### src/rtl/serial_receiver_if.sv
// Byte-side bundle of the 8N1 UART receiver: received data, strobe and status.
// The oFrameError member exists only when SERIAL_RECEIVER_FRAME_ERROR_EN is defined.
interface serial_receiver_if;
  logic [7:0] oData;
  logic       oReceived;
  logic       oBusy;
`ifdef SERIAL_RECEIVER_FRAME_ERROR_EN
  logic       oFrameError;

  modport master (output oData, output oReceived, output oBusy, output oFrameError);
  modport slave  (input  oData, input  oReceived, input  oBusy, input  oFrameError);
`else
  modport master (output oData, output oReceived, output oBusy);
  modport slave  (input  oData, input  oReceived, input  oBusy);
`endif
endinterface

### src/rtl/serial_receiver.sv
// 8N1 UART receiver: centre-sampled, LSB first, one-cycle strobe per good byte.
// Optional framing-error strobe enabled by SERIAL_RECEIVER_FRAME_ERROR_EN.
//
// state      | meaning
// sIdle      | line idle, waiting for rx low
// sStartBit  | timing to the start-bit centre, rejecting glitches
// sDataBit   | sampling 8 data bits at their centres
// sStopBit   | sampling the stop bit
// sBreak     | stop bit was low; waiting for the line to return high
module serial_receiver #(
  parameter int ClockFrequency = 16000000,
  parameter int BaudRate       = 115200
) (
  input  logic               iClock,
  input  logic               iReset,
  input  logic               iRXD,
  serial_receiver_if.master  rxBus
);

  localparam int TicksPerBit = ClockFrequency / BaudRate;
  localparam int HalfBit     = TicksPerBit / 2;
  localparam int TimerWidth  = $clog2(TicksPerBit);

  localparam logic [TimerWidth-1:0] BitEnd  = TimerWidth'(TicksPerBit - 1);
  localparam logic [TimerWidth-1:0] HalfEnd = TimerWidth'(HalfBit - 1);

  typedef enum logic [2:0] {
    sIdle,
    sStartBit,
    sDataBit,
    sStopBit,
    sBreak
  } state_t;

  state_t                state, stateNext;
  logic [TimerWidth-1:0] timer, timerNext;
  logic [2:0]            bitIndex, bitIndexNext;
  logic [7:0]            buffer, bufferNext;
  logic [7:0]            dataNext;
  logic                  receivedNext;
  logic                  frameErrorNext;
  logic                  sync1, rx;

  always_ff @(posedge iClock) begin
    if (iReset) begin
      sync1 <= 1'b1;
      rx    <= 1'b1;
    end else begin
      sync1 <= iRXD;
      rx    <= sync1;
    end
  end

  always_ff @(posedge iClock) begin
    if (iReset) begin
      state           <= sIdle;
      timer           <= '0;
      bitIndex        <= '0;
      buffer          <= '0;
      rxBus.oData     <= '0;
      rxBus.oReceived <= 1'b0;
    end else begin
      state           <= stateNext;
      timer           <= timerNext;
      bitIndex        <= bitIndexNext;
      buffer          <= bufferNext;
      rxBus.oData     <= dataNext;
      rxBus.oReceived <= receivedNext;
    end
  end

`ifdef SERIAL_RECEIVER_FRAME_ERROR_EN
  always_ff @(posedge iClock) begin
    if (iReset) rxBus.oFrameError <= 1'b0;
    else        rxBus.oFrameError <= frameErrorNext;
  end
`endif

  assign rxBus.oBusy = (state != sIdle);

  always_comb begin
    stateNext      = state;
    timerNext      = timer + TimerWidth'(1);
    bitIndexNext   = bitIndex;
    bufferNext     = buffer;
    dataNext       = rxBus.oData;
    receivedNext   = 1'b0;
    frameErrorNext = 1'b0;
    unique case (state)
      sIdle: begin
        timerNext = '0;
        if (!rx) stateNext = sStartBit;
      end
      sStartBit: begin
        if (timer == HalfEnd) begin
          timerNext    = '0;
          bitIndexNext = '0;
          stateNext    = rx ? sIdle : sDataBit;
        end
      end
      sDataBit: begin
        if (timer == BitEnd) begin
          timerNext    = '0;
          bufferNext   = {rx, buffer[7:1]};
          bitIndexNext = bitIndex + 3'd1;
          if (bitIndex == 3'd7) stateNext = sStopBit;
        end
      end
      sStopBit: begin
        if (timer == BitEnd) begin
          timerNext = '0;
          if (rx) begin
            dataNext     = buffer;
            receivedNext = 1'b1;
            stateNext    = sIdle;
          end else begin
            bufferNext     = '0;
            frameErrorNext = 1'b1;
            stateNext      = sBreak;
          end
        end
      end
      sBreak: begin
        // A held-low line must not be mistaken for a fresh start bit.
        timerNext = '0;
        if (rx) stateNext = sIdle;
      end
      default: begin
        timerNext = '0;
        stateNext = sIdle;
      end
    endcase
  end

`ifndef SERIAL_RECEIVER_FRAME_ERROR_EN
  logic unusedFrameError;
  assign unusedFrameError = frameErrorNext;
`endif

endmodule

### src/flat_wrapper.sv
// flat-port wrapper written by rule: the top's interface ports become plain ports
module serial_receiver_flat 
#(
  parameter int ClockFrequency = 16000000,
  parameter int BaudRate       = 115200
)
  (iClock, iReset, iRXD, rxBus_oData, rxBus_oReceived, rxBus_oBusy);
  serial_receiver_if rxBus_i ();
  input  logic iClock;
  input  logic iReset;
  input  logic iRXD;
  output wire logic [$bits(rxBus_i.oData)-1:0] rxBus_oData;
  output wire logic [$bits(rxBus_i.oReceived)-1:0] rxBus_oReceived;
  output wire logic [$bits(rxBus_i.oBusy)-1:0] rxBus_oBusy;
  assign rxBus_oData = rxBus_i.oData;
  assign rxBus_oReceived = rxBus_i.oReceived;
  assign rxBus_oBusy = rxBus_i.oBusy;
  serial_receiver #(.ClockFrequency(ClockFrequency), .BaudRate(BaudRate)) u_core (.iClock(iClock), .iReset(iReset), .iRXD(iRXD), .rxBus(rxBus_i));
endmodule
### config.mk
export PLATFORM = sky130hd
export DESIGN_NAME = serial_receiver_flat
export DESIGN_NICKNAME = d
export VERILOG_FILES = /design/src/rtl/serial_receiver_if.sv /design/src/rtl/serial_receiver.sv /design/src/flat_wrapper.sv
export SDC_FILE = /design/constraint.sdc
export NUM_CORES = 1
export LEC_CHECK = 0
export BUFFER_PORTS_ARGS = -buffer_cell sky130_fd_sc_hd__buf_2
export CORE_ASPECT_RATIO = 0.5
export CORE_UTILIZATION = 52
export CTS_CLUSTER_SIZE = 28
export DETAILED_ROUTE_END_ITERATION = 16
export PLACE_DENSITY = 0.8
export SLEW_MARGIN = 40
export SYNTH_ARGS = -nofsm -noshare
export SYNTH_HDL_FRONTEND = slang
export SYNTH_SLANG_ARGS = --single-unit
### constraint.sdc
create_clock -name iClock -period 1.9 [get_ports iClock]
set_clock_uncertainty 0.15 [all_clocks]
set_input_delay 0.19 -clock iClock [delete_from_list [all_inputs] [get_ports iClock]]
set_output_delay 0.19 -clock iClock [all_outputs]
set_load 0.005 [all_outputs]
### Word level (Yosys, flattened, before mapping)

Cells that the tools add are included.

* muxes and demuxes: 20
* eq/ne operators: 14
* add/subtract/negate cells: 2
* bitwise gates (word level): 2
* reduce and logical (&&, ||, !) cells: 10

Operators with widths (count)
* $mux 8: 5
* $pmux 8 s2: 2
* $mux 3: 9
* $pmux 3 s5: 1
* $ne 2x1->1 const B: 5
* $add 8x1->8 const B: 1
* $eq 8x7->1 const B: 1
* $eq 8x8->1 const B: 1
* $eq 3x2->1 const B: 2
* $eq 3x3->1 const B: 2
* $pmux 3 s2: 1
* $reduce_and 3->1: 2
* $reduce_and 6->1: 1
* $ne 2x2->1 const B: 2
* $reduce_and 4->1: 1
* $reduce_bool 2->1: 2
* $add 3x1->3 const B: 1
* $eq 3x1->1 const B: 1
* $logic_not 3->1: 1
* $reduce_bool 3->1: 1
* $reduce_or 3->1: 1
* $mux 2: 1
* $not 1->1: 2
* $reduce_or 2->1: 1
* $mux 1: 1

* output and inout bits: 10
* register bits after elaboration: 33

### Logic depth before layout (Yosys ltp)

Gate-level depths: netlist (run 1).

* depth in word-level cells: 4
* mapped depth: 8
* gate-level depth less buffers: 7

### Least setup slack after synthesis (run 1)

Ideal clock, no wire load.

* kind: register -> register
* start point: register u_core.timer[0]
* end point: register u_core.timer[5]
* arrival: 1694 ps
* clock period less this slack: 1906 ps
* path slack: -6 ps
* stages on the path, launching flop included: 9
* buffers on the path: 1
* cell sequence: dfxtp_1 > inv_1 > ha_1 > and2_1 > nand3_1 > a22oi_4 > or4_4 > buf_6 > nor2_2

* longest elaborated chain between the ends: 3

Ends and longest elaborated chain
* start: declaration: line serial_receiver.sv:36 `logic [TimerWidth-1:0] timer, timerNext;`
* start signal: assignment: line serial_receiver.sv:64 `timer <= timerNext;`
* $add 8x1->8 (tied with other cells): line serial_receiver.sv:83 `timerNext = timer + TimerWidth'(1);`
* $mux 8, on equally long branches: line serial_receiver.sv:102, serial_receiver.sv:110, serial_receiver.sv:95
* $pmux 8 s2 *: line serial_receiver.sv:89 `unique case (state)`

Every way passes the cells marked *; elsewhere a longest branch is shown, timed or not.
A chain may end at the register's enable or synchronous reset.

### Worst setup path in the final report (run 1)

* start point: register u_core.timer[0]
* end point: register u_core.timer[6]

The elaborated chain is that of the path after synthesis.

==> results.yml, run 1 <==
placement:
  io_buffer_count: 12
  place.detailed.hpwl_mm: 1.90
  gpl.final_weighted_congestion: 0.826
  place_ws_ns: -0.0414
  post_dp_cell_area_mm2: 0.00163
clock_network:
  tritoncts.num_buffers: 5
  h-tree-depth: 2
  skew_pair_late_insertion_delay_ns: 0.29
  tritoncts_num_sinks: 33
  cts_tree: "yes"
  post_cts_clock_slew_at_the_launch_and_capture_registers_of_the_worst_setup_and_hold_paths_ns: 0.07
  root_buffer: "sky130_fd_sc_hd__clkbuf_8"
  cts_max_path_buffers: 2
global_route:
  first_global_vias: 1180
  globalRouteMet2Util_pct: 43.8
  grtUsageTotal_pct: 25.2
  largest_net_degree_at_the_start_of_global_routing: 28
  gr-total-overflow: 0
  grt_use_met3_pct: 9.07
  grt_pass1_wl_mm: 5.42
  global_route.peak_usage_layer: "met2"
  grt_util_met1_pct: 28.0
  grt_antenna_before_repair: 0
flow_run:
  cap_violations: 0
min_path:
  min_delay_worst_endpoint: "u_core.timer[7]"
  hold_class: "in2reg"
  worst_hold_path.num_cells: 3
  hp-start: "iReset"
floorplanning:
  die_area_mm2: 0.00307
  io_pins: 13
  die_width_um: 77.4
  starting_utilization_of_the_core_area_pct: 56.0
  die_h_um: 39.7
  rows: 13
  design.core.area_mm2: 0.00264
final_layout:
  post_route_cells_drive_above_1_share_pct: 36.2
  n_antenna_cell: 0
  layout.nets: 195
  area_delta_synth_final_pct: 27.4
  fin_area_mm2: 0.00188
  fillerInstances: 173
sta:
  worst_slew_pin_slew_ns: 0.323
  holdWs_ns: 0.173
  final-max-slew-violation-count: 0
  final-setup-viol-count: 4
  rsz0062_at_grt: "yes"
  min_period_ns: 1.91
  fmax_mhz: 524
  final.setup.worst_slack_ns: -0.00812
  relSlewSlack_pct: 78.3
  report.final.hold_viol_count: 0
  min_period_over_period_pct: 100
yosys:
  netlist_top_cells_area: "sky130_fd_sc_hd__dfxtp_1 (45%), sky130_fd_sc_hd__mux2i_1 (6.1%), sky130_fd_sc_hd__nor2_1 (4.3%), sky130_fd_sc_hd__ha_1 (4.2%), sky130_fd_sc_hd__nand3_1 (4.1%)"
  post_synthesis_sequential_element_count: 33
  synth.lib_cells_used.distinct: 33
  synth_top_cell_by_area: "sky130_fd_sc_hd__dfxtp_1"
  post_synth_inst_count: 156
  synth.top_cell.area_share_pct: 44.7
  postSynthNetCount: 164
  number_of_enable_flip_flop_cells_after_synthesis: 0
  postSynth.topFlopCell: "sky130_fd_sc_hd__dfxtp_1"
  async_reset_ff_share_pct: 0
  seq_area_frac_synth_pct: 44.7
  synthesis.area_mm2: 0.00148
  synthesis.area_per_instance_um2: 9.46
  synth.yosys.warnings: 0
setup_path:
  worstPathArrival_ns: 1.99
  setup.worst_path.class: "reg2reg"
  worst_r2r_path_depth: 7
  crit_path_max_fanout: 8
  cp.required_ns: 1.98
  timing.rr.end: "u_core.timer[6]"
  end_kind: "flop"
  reg2reg_setup_slack_ns: -0.008
  critPathLaunchType: "flop"
  rr_startpoint: "u_core.timer[0]"
routing:
  drt-wirelength-per-cell_um: 15.7
  drc_violation_total_after_the_first_tritonroute_iteration: 62
  drt-pass1-iter-count: 4
  wirelength_mm: 3.54
  postRouteAntennaNets: 0
  drt-vias-per-instance: 5.72
  drc_errors: 0
  dr_total_vias: 1286
power:
  p_leak_nw: 0.784
  power_per_cell_area_mw_per_mm2: 771
  vdd_ir_drop_max_v: 0.000491
status:
  outcome: "finished with violations"
  failing_checks: "negative setup slack"
==> state kept, by name, indices dropped and copies added (netlist names) <==
| signal | count |
|---|---|
| u_core.state | 3 |
| u_core.bitIndex | 3 |
| u_core.timer | 8 |
| u_core.buffer | 8 |
| u_core.rx | 1 |
| u_core.sync1 | 1 |
| u_core.rxBus.oData | 8 |
| u_core.rxBus.oReceived | 1 |
==> area by class of cell <==
type                            count  area [µm²]  area share, %
Clock buffer                        7        86.3           4.59
Multi-Input combinational cell    112         820           43.6
Sequential cell                    33         666           35.4
Tap cell                           37        46.3           2.46
Clock inverter                      1        30.0           1.60
Inverter                            5        18.8          0.998
Timing Repair Buffer               30         214           11.4
==> cell usage after synthesis, drive strengths merged, types with 3 or more instances <==
cell,instances
nor2,25
xor2,3
nand2,16
dfxtp,33
xnor2,3
ha,5
inv,5
or2,4
a21oi,11
a211o,3
nand3,13
mux2i,9
clkbuf,4
==> critical path, stage by stage (launching register included) <==
cell and delay, ns:
sky130_fd_sc_hd__dfxtp_4 0.38, sky130_fd_sc_hd__inv_2 0.05, sky130_fd_sc_hd__ha_1 0.19, sky130_fd_sc_hd__and2_4 0.16, sky130_fd_sc_hd__nand3_2 0.08, sky130_fd_sc_hd__a22oi_4 0.08
sky130_fd_sc_hd__or4_4 0.61, sky130_fd_sc_hd__nor2_2 0.14
==> power by group <==
group	switching, mW	total [mW]	internal [mW]
logic	0.0362	0.0635	0.0273
registers	0.00346	0.697	0.694
clock network	0.262	0.689	0.427
==> cells by family after synthesis <==
| group | synth area share, % |
|---|---|
| DFF | 44.7 |
| adders and majority gates | 4.24 |
| and+or+nand+nor | 27.1 |
| buffers and inverters | 3.81 |
| xor gates and xnor gates | 3.56 |
| AOI/OAI and AO/OA | 9.66 |
| muxes | 6.86 |
==> per-layer routing <==
| layer | part of all wire [%] | wire (µm) |
|---|---|---|
| met5 | 0 | 0 |
| met4 | 2.7 | 97 |
| met3 | 5.5 | 196 |
| met2 | 48 | 1700 |
| met1 | 44 | 1540 |
==> metrics by stage <==
| step | util, % | setup TNS [ns] | instances | total power [mW] |
|---|---|---|---|---|
| global route | 71.4 | -0.616 | 225 | 1.49 |
| detailed placement | 61.8 | -0.129 | 210 | 0.757 |
| global placement | 61.8 | 0 | 210 | 0.756 |
| CTS | 69.1 | 0 | 222 | 1.44 |
| floorplan | - | 0 | 156 | 0.745 |
| finish | 71.4 | -0.0158 | 225 | 1.45 |
==> what timing repair did <==
action                     4_1_cts  5_1_grt
hold buffers                     1        0
pin swaps                        7       10
setup endpoints to repair       17       12
setup buffers                    3        3
gates resized for setup         10        7
hold endpoints to repair         1        0
==> placed cells by master, fill, tap and decap left out, drive strengths merged, types with 2 or more instances in the layout <==
master,Yosys,final
nor3,2,2
nand2b,2,2
inv,5,5
nor2,25,25
a21oi,11,11
nand3,13,13
nor3b,2,2
buf,2,29
or2,4,4
a211o,3,3
xor2,3,3
o41ai,2,2
nand4,2,2
ha,5,5
nand2,16,16
dfxtp,33,33
xnor2,3,3
clkbuf,4,7
mux2i,9,9
o211ai,2,2
==> how the worst max path moves through the flow <==
| stage | start | end | slack [ns] | cells after the start |
|---|---|---|---|---|
| 3_3_place_gp | u_core.timer[0] | u_core.timer[4] | 0.03 | 7 |
| 6_report | u_core.timer[0] | u_core.timer[6] | -0.008 | 7 |
| 2_1_floorplan | u_core.timer[1] | u_core.timer[5] | 0.03 | 8 |
| 4_1_cts | u_core.timer[1] | u_core.timer[2] | 0.004 | 7 |
| 3_5_place_dp | u_core.timer[1] | u_core.timer[4] | -0.04 | 7 |
| 5_1_grt | u_core.bitIndex[0] | u_core.state[2] | -0.08 | 6 |
No activity file was read; power rests on OpenSTA's default activity.
==> run 2, diff against run 1 <==
CORE_UTILIZATION = 50   (was 52)
PLACE_DENSITY = 0.75   (was 0.8)
clock period = 2 ns   (was 1.9 ns; I/O delays follow)
==> results.yml, run 2 (synthesis gave the netlist of run 1 again) <==
setup_path:
  reg2reg_setup_slack_ns: 0.06
  setup.worst_path.class: "reg2reg"
  worstPathArrival_ns: 2.02
  critPathLaunchType: "flop"
  end_kind: "flop"
  crit_path_max_fanout: 8
  cp.required_ns: 2.07
routing:
  drt-pass1-iter-count: 4
  dr_total_vias: 1098
  drt-wirelength-per-cell_um: 11.9
  drc_errors: 0
  drc_violation_total_after_the_first_tritonroute_iteration: 47
  postRouteAntennaNets: 0
  drt-vias-per-instance: 5.11
  wirelength_mm: 2.56
placement:
  place_ws_ns: 0.0685
  io_buffer_count: 12
  place.detailed.hpwl_mm: 1.77
  post_dp_cell_area_mm2: 0.00159
  placed_cells_incl_taps: 205
  gpl.final_weighted_congestion: 0.754
sta:
  tns_ns: 0
  final-max-slew-violation-count: 0
  fmax_mhz: 515
  report.final.hold_viol_count: 0
  final.setup.worst_slack_ns: 0.0593
  worst_slew_pin_slew_ns: 0.489
  relSlewSlack_pct: 67.3
  min_period_ns: 1.94
  rsz0062_at_grt: "no"
  final-setup-viol-count: 0
  min_period_over_period_pct: 97.0
flow_run:
  cap_violations: 0
clock_network:
  tritoncts.num_buffers: 5
  cts_max_path_buffers: 2
  root_buffer: "sky130_fd_sc_hd__clkbuf_8"
  cts_tree: "yes"
  post_cts_clock_slew_at_the_launch_and_capture_registers_of_the_worst_setup_and_hold_paths_ns: 0.07
  skew_pair_late_insertion_delay_ns: 0.28
  h-tree-depth: 2
  tritoncts_num_sinks: 33
final_layout:
  commonest_non_fill_non_tap_cells_in_the_layout: "sky130_fd_sc_hd__dfxtp_1 (31), sky130_fd_sc_hd__nor2_1 (17), sky130_fd_sc_hd__nand2_1 (16)"
  fin_area_mm2: 0.00172
  sequential_cell_area_um2: 663
  fillerInstances: 243
  mostFrequentLayoutCell: "sky130_fd_sc_hd__dfxtp_1"
  post_route_cells_drive_above_1_share_pct: 29.2
  non_filler_instance_count_after_layout: 215
  largest_registers: "u_core.buffer: 8 flops, u_core.rxBus.oData: 8 flops, u_core.timer: 8 flops"
  n_antenna_cell: 0
  layout.nets: 185
  area_of_the_multi_input_gates_um2: 785
  area_delta_synth_final_pct: 16.6
floorplanning:
  design.core.area_mm2: 0.00270
  die_area_mm2: 0.00319
  die_width_um: 78.9
  io_pins: 13
  rows: 13
  starting_utilization_of_the_core_area_pct: 54.7
  die_h_um: 40.4
global_route:
  grt_antenna_before_repair: 0
  grtUsageTotal_pct: 18.4
  first_global_vias: 956
  gr-total-overflow: 0
  grt_pass1_wl_mm: 4.21
  largest_net_degree_at_the_start_of_global_routing: 28
power:
  p_leak_nw: 0.698
  power_per_cell_area_mw_per_mm2: 688
  report.power.total_mw: 1.18
  vdd_ir_drop_max_v: 0.000296
status:
  outcome: "completed"
min_path:
  hold_class: "in2reg"
[run 2: final timing paths]
| kind | startpoint | endpoint | cells after the start |
|---|---|---|---|
| worst min-delay path | iReset | u_core.timer[1] | 3 |
| worst min register to register | u_core.sync1 | u_core.rx | 1 |
| worst max register to register | u_core.timer[1] | u_core.timer[5] | 7 |
| worst max-delay path | u_core.timer[1] | u_core.timer[5] | 7 |
[run 2: what timing repair did]
action / CTS / global route
setup endpoints to repair: 0 / 8
gates resized for setup: 0 / 7
setup buffers: 0 / 1
endpoints found under the hold margin: 1 / 0
hold buffers: 1 / 0
[run 2: worst max-delay path, stage by stage, from the launching register on]
cell and delay, ns:
sky130_fd_sc_hd__dfxtp_2 0.35, sky130_fd_sc_hd__inv_2 0.05, sky130_fd_sc_hd__ha_1 0.17, sky130_fd_sc_hd__and4bb_4 0.22, sky130_fd_sc_hd__nand3_4 0.09, sky130_fd_sc_hd__a22oi_4 0.09
sky130_fd_sc_hd__or4_4 0.64, sky130_fd_sc_hd__nor2_2 0.13
[run 2: routing by layer]
layer  part of all wire [%]  global-route usage, %
met4                    1.1                   8.18
met2                     46                   31.7
met5                      0                      0
met1                     48                   21.6
met3                    4.0                   6.82
[run 2: cell type report]
cell class              instances  area share, %
multi-input cells             112           45.6
clock inverters                 3           1.02
well taps                      37           2.69
inverters                       5           1.09
flip-flops and latches         33           38.5
clock buffers                   5           4.00
repair buffers                 20           7.12
[run 2: where the power goes]
group | switching (mW) | total, mW | internal [mW]
Clock | 0.238 | 0.478 | 0.240
Sequential | 0.00221 | 0.663 | 0.660
Combinational | 0.0260 | 0.0439 | 0.0179
[run 2: per-stage QoR]
| stage | hold slack, ns | utilization (%) |
|---|---|---|
| after floorplan | 0.154 | - |
| after global placement | 0.233 | 58.9 |
| after detailed placement | 0.238 | 58.9 |
| after CTS | 0.157 | 62.5 |
| after global routing | 0.167 | 63.8 |
| final | 0.166 | 63.8 |
==> run 3, diff against run 2 <==
CORE_UTILIZATION = 40   (was 50)
PLACE_DENSITY = 0.63   (was 0.75)
SLEW_MARGIN = unset   (was 40)
==> results.yml, run 3 (synthesis gave the netlist of run 1 again) <==
status:
  outcome: "completed"
power:
  vdd_ir_drop_max_v: 0.000207
  seq_power_share_pct: 55.3
  report.power.total_mw: 1.20
  power_per_cell_area_mw_per_mm2: 686
  p_leak_nw: 0.694
  clock_share_of_power_pct: 41.0
  intPower_mw: 0.950
  power.share.combinational_pct: 3.7
  power.switching_fraction_pct: 20.6
  net-switching-power_mw: 0.246
routing:
  drt-vias-per-instance: 4.94
  drt-wirelength-per-cell_um: 11.7
  drc_violation_total_after_the_first_tritonroute_iteration: 28
  drt-pass1-iter-count: 4
  dr_total_vias: 1126
  postRouteAntennaNets: 0
  wirelength_mm: 2.66
  drc_errors: 0
sta:
  holdWs_ns: 0.159
  worst_slew_pin_slew_ns: 0.510
  relSlewSlack_pct: 65.9
  final-max-slew-violation-count: 0
  tns_ns: 0
  min_period_over_period_pct: 96.8
  report.final.hold_viol_count: 0
  min_period_ns: 1.94
  final-setup-viol-count: 0
  fmax_mhz: 516
  final.setup.worst_slack_ns: 0.0635
final_layout:
  utilization_pct: 50.2
  non_filler_instance_count_after_layout: 228
  n_antenna_cell: 0
  mostFrequentLayoutCell: "sky130_fd_sc_hd__dfxtp_1"
  area_delta_synth_final_pct: 18.1
  commonest_non_fill_non_tap_cells_in_the_layout: "sky130_fd_sc_hd__dfxtp_1 (31), sky130_fd_sc_hd__nor2_1 (17), sky130_fd_sc_hd__nand2_1 (16)"
  fillerInstances: 325
  largest_registers: "u_core.buffer: 8 flops, u_core.rxBus.oData: 8 flops, u_core.timer: 8 flops"
  post_route_cells_drive_above_1_share_pct: 28.8
  fin_area_mm2: 0.00174
  layout.nets: 185
floorplanning:
  design.core.area_mm2: 0.00347
  die_h_um: 45.0
  die_area_mm2: 0.00395
  die_width_um: 87.9
  starting_utilization_of_the_core_area_pct: 42.5
  rows: 15
  io_pins: 13
clock_network:
  skew_pair_late_insertion_delay_ns: 0.28
  cts_max_path_buffers: 2
  cts_tree: "yes"
  root_buffer: "sky130_fd_sc_hd__clkbuf_8"
  tritoncts.num_buffers: 5
  post_cts_clock_slew_at_the_launch_and_capture_registers_of_the_worst_setup_and_hold_paths_ns: 0.06
  tritoncts_num_sinks: 33
  cts_post_setup_buffers_inserted: 0
  h-tree-depth: 2
setup_path:
  crit_start: "u_core.timer[1]"
  end_kind: "flop"
  reg2reg_setup_slack_ns: 0.06
  worstPathArrival_ns: 2.00
  critPathLaunchType: "flop"
  worst_r2r_path_depth: 7
  setup.worst_path.class: "reg2reg"
  critical_path.max_stage_delay_ns: 0.63
  timing.rr.end: "u_core.timer[1]"
  crit_path_max_fanout: 8
  worst_path_cell_chain: "inv_2 -> ha_4 -> and4bb_4 -> nand3_4 -> a22oi_4 -> or4_4 -> nor2_2"
  rr_startpoint: "u_core.timer[1]"
  cp.required_ns: 2.06
  cpMaxStageDelayCell: "sky130_fd_sc_hd__or4_4"
  worstSetupEndpoint: "u_core.timer[1]"
placement:
  gpl.final_weighted_congestion: 0.741
  place_ws_ns: 0.0261
  post_dp_cell_area_mm2: 0.00162
  io_buffer_count: 12
  place.detailed.hpwl_mm: 1.93
  placed_cells_incl_taps: 220
min_path:
  hp-start: "iReset"
  hold_class: "in2reg"
global_route:
  first_global_vias: 1020
  grt_pass1_wl_mm: 4.42
  largest_net_degree_at_the_start_of_global_routing: 28
  grt_antenna_before_repair: 0
  grtUsageTotal_pct: 15.0
  gr-total-overflow: 0
flow_run:
  cap_violations: 0
[run 3: worst max-delay path: cells and delay by family (launching register included)]
| kind | cells | cell delay, ns |
|---|---|---|
| and+or+nand+nor | 4 | 1.07 |
| AOI/OAI and AO/OA | 1 | 0.09 |
| buffers and inverters | 1 | 0.06 |
| DFF | 1 | 0.35 |
| adders and majority gates | 1 | 0.15 |
[run 3: worst min-delay path by stage]
stage / endpoint / slack, ns / cells past startpoint
finish: u_core.timer[0] / 0.16 / 3
global route: u_core.timer[0] / 0.17 / 3
CTS: u_core.timer[0] / 0.17 / 3
detailed placement: u_core.sync1 / 0.24 / 2
global placement: u_core.sync1 / 0.23 / 2
floorplan: u_core.sync1 / 0.15 / 1
[run 3: cell type report]
| cell class | count | area (µm²) | share of cell area [%] |
|---|---|---|---|
| multi-input cells | 112 | 787 | 45.1 |
| flip-flops and latches | 33 | 666 | 38.2 |
| repair buffers | 20 | 123 | 7.03 |
| clock buffers | 7 | 86.3 | 4.95 |
| well taps | 51 | 63.8 | 3.66 |
| inverters | 5 | 18.8 | 1.08 |
[run 3: per-layer routing]
metal  vias to the layer above  track usage [%]  part of all wire [%]
met2                        24             26.7                    49
met1                       524             17.9                    46
met3                         4             4.39                   3.8
li1                        574                -                     -
met4                         0             4.92                   1.3
met5                         -                0                     0
[run 3: repair_timing]
item,CTS,global route
setup endpoints to repair,0,23
hold endpoints to repair,1,0
hold buffers,1,0
resized for setup,0,9
[run 3: power groups by stage]
| stage | Sequential, mW | Clock [mW] | Combinational (mW) |
|---|---|---|---|
| 3_3_place_gp | 0.678 | 0 | 0.0411 |
| 2_1_floorplan | 0.677 | 0 | 0.0308 |
| 5_1_grt | 0.662 | 0.537 | 0.0474 |
| 3_5_place_dp | 0.678 | 0 | 0.0424 |
| 6_report | 0.662 | 0.490 | 0.0440 |
| 4_1_cts | 0.663 | 0.506 | 0.0438 |
